`src/rtl/procesador_pkg.sv`:
```
// Shared types and constants for the processor pipeline.
// Used by the writeback stage and its retire buffer.
package procesador_pkg;

    localparam int DATA_W   = 34;
    localparam int PC_W     = 34;
    localparam int REG_AW   = 5;
    localparam int WB_DEPTH = 2;
    localparam int CNT_W    = 16;

    typedef enum logic [1:0] {
        RES_ALU = 2'd0,
        RES_MEM = 2'd1,
        RES_PC4 = 2'd2
    } res_sel_e;

    typedef struct packed {
        logic [REG_AW-1:0] rd;
        logic [DATA_W-1:0] data;
    } wb_entry_t;

    // Jump (link value) wins over the load/ALU choice.
    function automatic res_sel_e res_sel(
        input logic jump,
        input logic src
    );
        res_sel_e s;
        if (jump) begin
            s = RES_PC4;
        end else if (src) begin
            s = RES_MEM;
        end else begin
            s = RES_ALU;
        end
        return s;
    endfunction

endpackage

```
`src/rtl/wb_retire_fifo.sv`:
```
// Two-entry retire buffer between writeback and the register file.
// Entries and their valid bits are exported for hazard tracking.
module wb_retire_fifo
    import procesador_pkg::*;
#(
    parameter int DEPTH = WB_DEPTH
) (
    input  logic            clk,
    input  logic            rst,
    input  logic            push_i,
    input  wb_entry_t       din_i,
    input  logic            pop_i,
    output logic            full_o,
    output logic            empty_o,
    output wb_entry_t       head_o,
    output wb_entry_t       entries_o [DEPTH],
    output logic [DEPTH-1:0] valid_o
);

    logic      head_q, head_d;
    logic      tail_q, tail_d;
    logic [1:0] count_q, count_d;
    wb_entry_t mem_q [DEPTH];
    wb_entry_t mem_d [DEPTH];

    logic do_push;
    logic do_pop;

    assign full_o  = (count_q == 2'd2);
    assign empty_o = (count_q == 2'd0);
    assign head_o  = mem_q[head_q];

    // Pointer, count and storage updates; a push is refused while full.
    always_comb begin
        head_d  = head_q;
        tail_d  = tail_q;
        count_d = count_q;
        mem_d   = mem_q;
        do_push = push_i && !full_o;
        do_pop  = pop_i && !empty_o;
        if (do_push) begin
            mem_d[tail_q] = din_i;
            tail_d        = ~tail_q;
        end
        if (do_pop) begin
            head_d = ~head_q;
        end
        unique case ({do_push, do_pop})
            2'b10:   count_d = count_q + 2'd1;
            2'b01:   count_d = count_q - 2'd1;
            default: count_d = count_q;
        endcase
    end

    // Entry i holds live data when both are full or it is the lone head.
    always_comb begin
        valid_o = '0;
        for (int i = 0; i < DEPTH; i++) begin
            entries_o[i] = mem_q[i];
            valid_o[i]   = (count_q == 2'd2) ||
                           ((count_q == 2'd1) && (head_q == 1'(i)));
        end
    end

    // Buffer state; reset drops anything still queued.
    always_ff @(posedge clk or posedge rst) begin
        if (rst) begin
            head_q  <= 1'b0;
            tail_q  <= 1'b0;
            count_q <= 2'd0;
            mem_q   <= '{default: '0};
        end else begin
            head_q  <= head_d;
            tail_q  <= tail_d;
            count_q <= count_d;
            mem_q   <= mem_d;
        end
    end

endmodule

```
`src/rtl/writeback_cycle.sv`:
```
// Writeback stage: result select, write filter, RF write port, retire count.
// Define WB_RETIRE_CNT_EN to build the 16-bit retired-write counter.
module writeback_cycle
    import procesador_pkg::*;
#(
    parameter int DATA_W = procesador_pkg::DATA_W,
    parameter int PC_W   = procesador_pkg::PC_W,
    parameter int REG_AW = procesador_pkg::REG_AW,
    parameter int DEPTH  = procesador_pkg::WB_DEPTH
) (
    input  logic                 clk,
    input  logic                 rst,
    input  logic                 ValidW,
    input  logic                 RegWriteW,
    input  logic                 ResultSrcW,
    input  logic                 JumpW,
    input  logic [REG_AW-1:0]    RD_W,
    input  logic [DATA_W-1:0]    ALU_ResultW,
    input  logic [DATA_W-1:0]    ReadDataW,
    input  logic [PC_W-1:0]      PCPlus4W,
    output logic                 StallW,
    output logic                 RF_WE,
    output logic [REG_AW-1:0]    RF_WA,
    output logic [DATA_W-1:0]    RF_WD,
    input  logic                 RF_Ready,
    output logic [2**REG_AW-1:0] PendingMask,
    output logic [15:0]          RetireCnt
);

    logic        accept;
    logic        push;
    logic        pop;
    logic        full;
    logic        empty;
    res_sel_e    sel;
    logic [DATA_W-1:0] result;
    wb_entry_t   new_entry;
    wb_entry_t   head;
    wb_entry_t   entries [DEPTH];
    logic [DEPTH-1:0] valid;

    // Only registered state feeds StallW, so no input reaches it.
    assign StallW = full;
    assign accept = ValidW && !StallW;
    assign push   = accept && RegWriteW && (RD_W != '0);
    assign pop    = RF_WE && RF_Ready;

    // Pick the value the instruction retires.
    always_comb begin
        sel    = res_sel(JumpW, ResultSrcW);
        result = '0;
        unique case (sel)
            RES_ALU: result = ALU_ResultW;
            RES_MEM: result = ReadDataW;
            RES_PC4: result = DATA_W'(PCPlus4W);
            default: result = '0;
        endcase
        new_entry.rd   = RD_W;
        new_entry.data = result;
    end

    wb_retire_fifo #(
        .DEPTH (DEPTH)
    ) u_fifo (
        .clk       (clk),
        .rst       (rst),
        .push_i    (push),
        .din_i     (new_entry),
        .pop_i     (pop),
        .full_o    (full),
        .empty_o   (empty),
        .head_o    (head),
        .entries_o (entries),
        .valid_o   (valid)
    );

    // Head of the buffer drives the RF port; idle port reads as zero.
    always_comb begin
        RF_WE = !empty;
        RF_WA = '0;
        RF_WD = '0;
        if (!empty) begin
            RF_WA = head.rd;
            RF_WD = head.data;
        end
    end

    // Destinations still waiting to retire, for the hazard unit.
    always_comb begin
        PendingMask = '0;
        for (int i = 0; i < DEPTH; i++) begin
            if (valid[i]) begin
                PendingMask[entries[i].rd] = 1'b1;
            end
        end
        PendingMask[0] = 1'b0;
    end

`ifdef WB_RETIRE_CNT_EN
    logic [15:0] cnt_q, cnt_d;

    // Count each completed register-file write, wrapping at 16 bits.
    always_comb begin
        cnt_d = cnt_q;
        if (pop) begin
            cnt_d = cnt_q + 16'd1;
        end
    end

    // Counter register.
    always_ff @(posedge clk or posedge rst) begin
        if (rst) begin
            cnt_q <= 16'd0;
        end else begin
            cnt_q <= cnt_d;
        end
    end

    assign RetireCnt = cnt_q;
`else
    assign RetireCnt = 16'd0;
`endif

endmodule

```
`config.mk`:
```
export PLATFORM = sky130hd
export DESIGN_NAME = writeback_cycle
export DESIGN_NICKNAME = d
export VERILOG_FILES = /design/src/rtl/procesador_pkg.sv /design/src/rtl/wb_retire_fifo.sv /design/src/rtl/writeback_cycle.sv
export SDC_FILE = /design/constraint.sdc
export NUM_CORES = 1
export LEC_CHECK = 0
export CELL_PAD_IN_SITES_DETAIL_PLACEMENT = 1
export CELL_PAD_IN_SITES_GLOBAL_PLACEMENT = 1
export CORE_AREA = 4 4 128 130
export CTS_BUF_LIST = sky130_fd_sc_hd__clkbuf_2
export CTS_CLUSTER_SIZE = 14
export DETAILED_ROUTE_END_ITERATION = 8
export DIE_AREA = 0 0 132 134
export GPL_ROUTABILITY_DRIVEN = 0
export PLACE_DENSITY = 0.87
export SLEW_MARGIN = 40
export SYNTH_ARGS = -nofsm -noshare
export SYNTH_HDL_FRONTEND = slang
export SYNTH_HIERARCHICAL = 1
export SYNTH_SLANG_ARGS = --single-unit
```
`constraint.sdc`:
```
create_clock -name clk -period 6.7 [get_ports clk]
set_clock_uncertainty 0.1 [all_clocks]
set_input_delay 1.005 -clock clk [delete_from_list [all_inputs] [get_ports clk]]
set_output_delay 1.005 -clock clk [all_outputs]
set_load 0.01 [all_outputs]
```
==> results.json <==
{
  "power.switching_w": 0.00102,
  "finalWorstSetupSlack_ns": 2.61,
  "final_layout_size_suffix_gt1_share_pct": 22.4,
  "leakage_nw": 2.98,
  "layout.cells.most_common": "clkdlybuf4s50_1",
  "holdCritPathClass": "register to register",
  "cts_root_buf": "clkbuf_2",
  "antenna_found_initial": 0,
  "summed_negative_setup_slack_over_all_endpoints_ns": 0,
  "global_route.overflow_total": 0,
  "tightest_slew_ns": 0.654,
  "tritoncts_clock_tree": "built",
  "grtUsageTotal_pct": 17.1,
  "final.hold.worst_slack_ns": 0.429,
  "core_mm2": 0.0151,
  "drt.antenna.violating_nets": 0,
  "largest_incremental_delay_on_the_critical_path_ns": 0.57,
  "global_route_wire_length_before_repair_mm": 24.4,
  "drc_errors_left": 0,
  "starting_density_of_the_core_pct": 33.9,
  "post-dp-hpwl_mm": 11.5,
  "area_growth_pct": 39.8,
  "period_minus_slack_ns": 4.09,
  "dr_total_vias": 4207,
  "detail_route.vias_per_cell": 5.06,
  "p_per_area_mw_per_mm2": 392,
  "largest_net_degree_at_the_start_of_global_routing": 83,
  "post_synth_num_cell_types": 27,
  "pin_count": 203,
  "dp_worst_setup_slack_ns": 2.89,
  "fin_crit_sh_pct": 61.0,
  "irDropWorstVdd_v": 0.000117,
  "setup_violating_endpoint_count_in_the_final_report": 0,
  "num_antenna_cells": 0,
  "slew_viol_final": 0,
  "first_global_vias": 4596,
  "cts_resized": 0,
  "cts_buffer_depth": 2,
  "io_buffers": 185,
  "max_freq_mhz": 245,
  "grtUsageMet2_pct": 31.5,
  "clkTransAtPathRegs_ns": 0.20,
  "netlist_area_mm2": 0.00514,
  "power.combinational.fraction_pct": 56.9,
  "slew_headroom_pct": 56.4,
  "wl_per_cell_um": 18.0,
  "power_frac_clock_pct": 9.0,
  "synth_warnings": 6,
  "cts_inserted_buffers": 9,
  "grt_busiest_layer": "met2",
  "cts_setup_buffers": 0,
  "globalRouteMet1Util_pct": 18.9,
  "cp_cell_sequence": "inv_1 > ha_1 > a21o_1 > or3b_1 > o22ai_1 > clkdlybuf4s50_1",
  "internal-power_w": 0.00180,
  "critical_path_arrival_ns": 2.98,
  "std_cell_rows": 45,
  "clock_sink_count": 82,
  "critical_path.top_delay_family": "buffers and inverters",
  "mostFrequentLayoutCells": "clkdlybuf4s50_1, mux2_2, dfrtp_1",
  "final_hold_violating_endpoints": 0,
  "worst_path_max_delay_cell": "clkdlybuf4s50_1",
  "worst-path-max-fanout": 7,
  "setup.worst_path.class": "register to primary output",
  "end_kind": "primary output",
  "die_area_mm2": 0.0177,
  "portion_of_the_post_synthesis_area_used_by_sequential_elements_pct": 39.9,
  "die_height_um": 134,
  "detail_route.iter0.violations": 156,
  "syn_inst": 469,
  "power.share.sequential_pct": 34.1,
  "clkLatencyLatePin_ns": 0.52,
  "routed_wl_mm": 15.0,
  "start_kind": "register",
  "ys_seq_elements": 82,
  "cts-htree-levels": 3,
  "outcome": "finished clean",
  "cts-hold-fix-buffers": 0,
  "switching_share_pct": 36.3,
  "drt-pass1-iter-count": 4,
  "synth.avg_cell_area_um2": 11.0,
  "globalRouteMet3Util_pct": 4.99,
  "finish.net_count": 758,
  "floorplan.die.width_um": 132,
  "critPathRequiredTime_ns": 5.59,
  "buffer_and_inverter_count_on_the_worst_path": 2,
  "reported_max_cap_violation_count": 0,
  "grt_setup_unrepaired": "no"
}
[through the flow]
| step | instance area, µm² | cells | utilization [%] | total power, W |
|---|---|---|---|---|
| 2_1_floorplan | 5200 | 485 | - | 0.00188 |
| 3_3_place_gp | 7020 | 814 | 46.4 | 0.00250 |
| 3_5_place_dp | 7070 | 816 | 46.7 | 0.00260 |
| 4_1_cts | 7170 | 831 | 47.4 | 0.00287 |
| 5_1_grt | 7190 | 832 | 47.5 | 0.00304 |
| 6_report | 7190 | 832 | 47.5 | 0.00282 |
[power by group through the flow]
stage	Sequential, W	Clock, W	Combinational, W
2_1_floorplan	0.000857	0	0.00102
3_3_place_gp	0.000946	0	0.00155
3_5_place_dp	0.000977	0	0.00162
4_1_cts	0.000967	0.000273	0.00163
5_1_grt	0.00101	0.000292	0.00174
6_report	0.000962	0.000253	0.00160
[cell type report]
cell class              count  area [µm²]
clock buffers              10        50.0
clock inverters             5        56.3
fillers                  1641        7960
inverters                   5        20.0
multi-input cells         351        2860
flip-flops and latches     82        2060
well taps                 188         235
repair buffers            191        1910
[state kept, by name, summed over array words and instances, names as in the netlist]
name / flops
u_fifo/entries_o: 78
u_fifo/count_q: 2
u_fifo/head_q: 1
u_fifo/tail_q: 1
[layer usage]
| layer | wire, µm | vias to the layer above |
|---|---|---|
| li1 | - | 1987 |
| met1 | 6040 | 2051 |
| met2 | 7760 | 152 |
| met3 | 1000 | 17 |
| met4 | 194 | 0 |
| met5 | 0 | - |
[path summary, 6_finish.rpt]
check                                     startpoint                    to  slack [ns]  cells after the start
worst max-delay path               u_fifo/count_q[0]        PendingMask[8]        2.61                      6
worst min-delay path            u_fifo/entries_o[11]  u_fifo/entries_o[11]        0.43                      1
worst max register to register     u_fifo/count_q[0]  u_fifo/entries_o[42]        3.72                      7
worst min register to register  u_fifo/entries_o[11]  u_fifo/entries_o[11]        0.43                      1
max in group asynchronous                        rst  u_fifo/entries_o[39]        5.19                      3
min in group asynchronous                        rst         u_fifo/head_q        0.85                      3
[Yosys cell counts]
cell type  number  area share, %
or3_1           2           0.24
buf_4          22            3.2
inv_1           5           0.37
a21o_1          2           0.29
nor3b_2         1           0.24
ha_1            4           0.97
mux2i_1        34            6.6
nand2b_1        1           0.12
conb_1          1          0.073
nor2b_1        41            5.0
buf_6           2           0.44
mux2_2        107             23
nand3_1         4           0.39
xnor2_1         4           0.68
nor2_1          1          0.073
o22ai_1        31            3.8
dfrtp_1        82             40
nor3_1          1          0.097
buf_2          11            1.1
mux2_4         10            2.9
nand3b_1       12            1.8
nand2_1        35            2.6
clkbuf_1       10           0.73
a21oi_1         1          0.097
or3b_1          8            1.4
buf_1           2           0.15
o21ai_0        35            3.4
[cell families (layout without fill, tap and decap cells)]
logic type	after synthesis	in the layout	share of synthesized area, %
DFF	82	82	39.9
AOI/OAI and AO/OA	69	69	7.57
muxes	151	151	33.0
other	1	17	0.0730
and+or+nand+nor	106	106	11.8
buffers and inverters	52	211	5.96
adders and majority gates	4	4	0.974
xor gates and xnor gates	4	4	0.682
No activity file was read; power rests on OpenSTA's default activity.
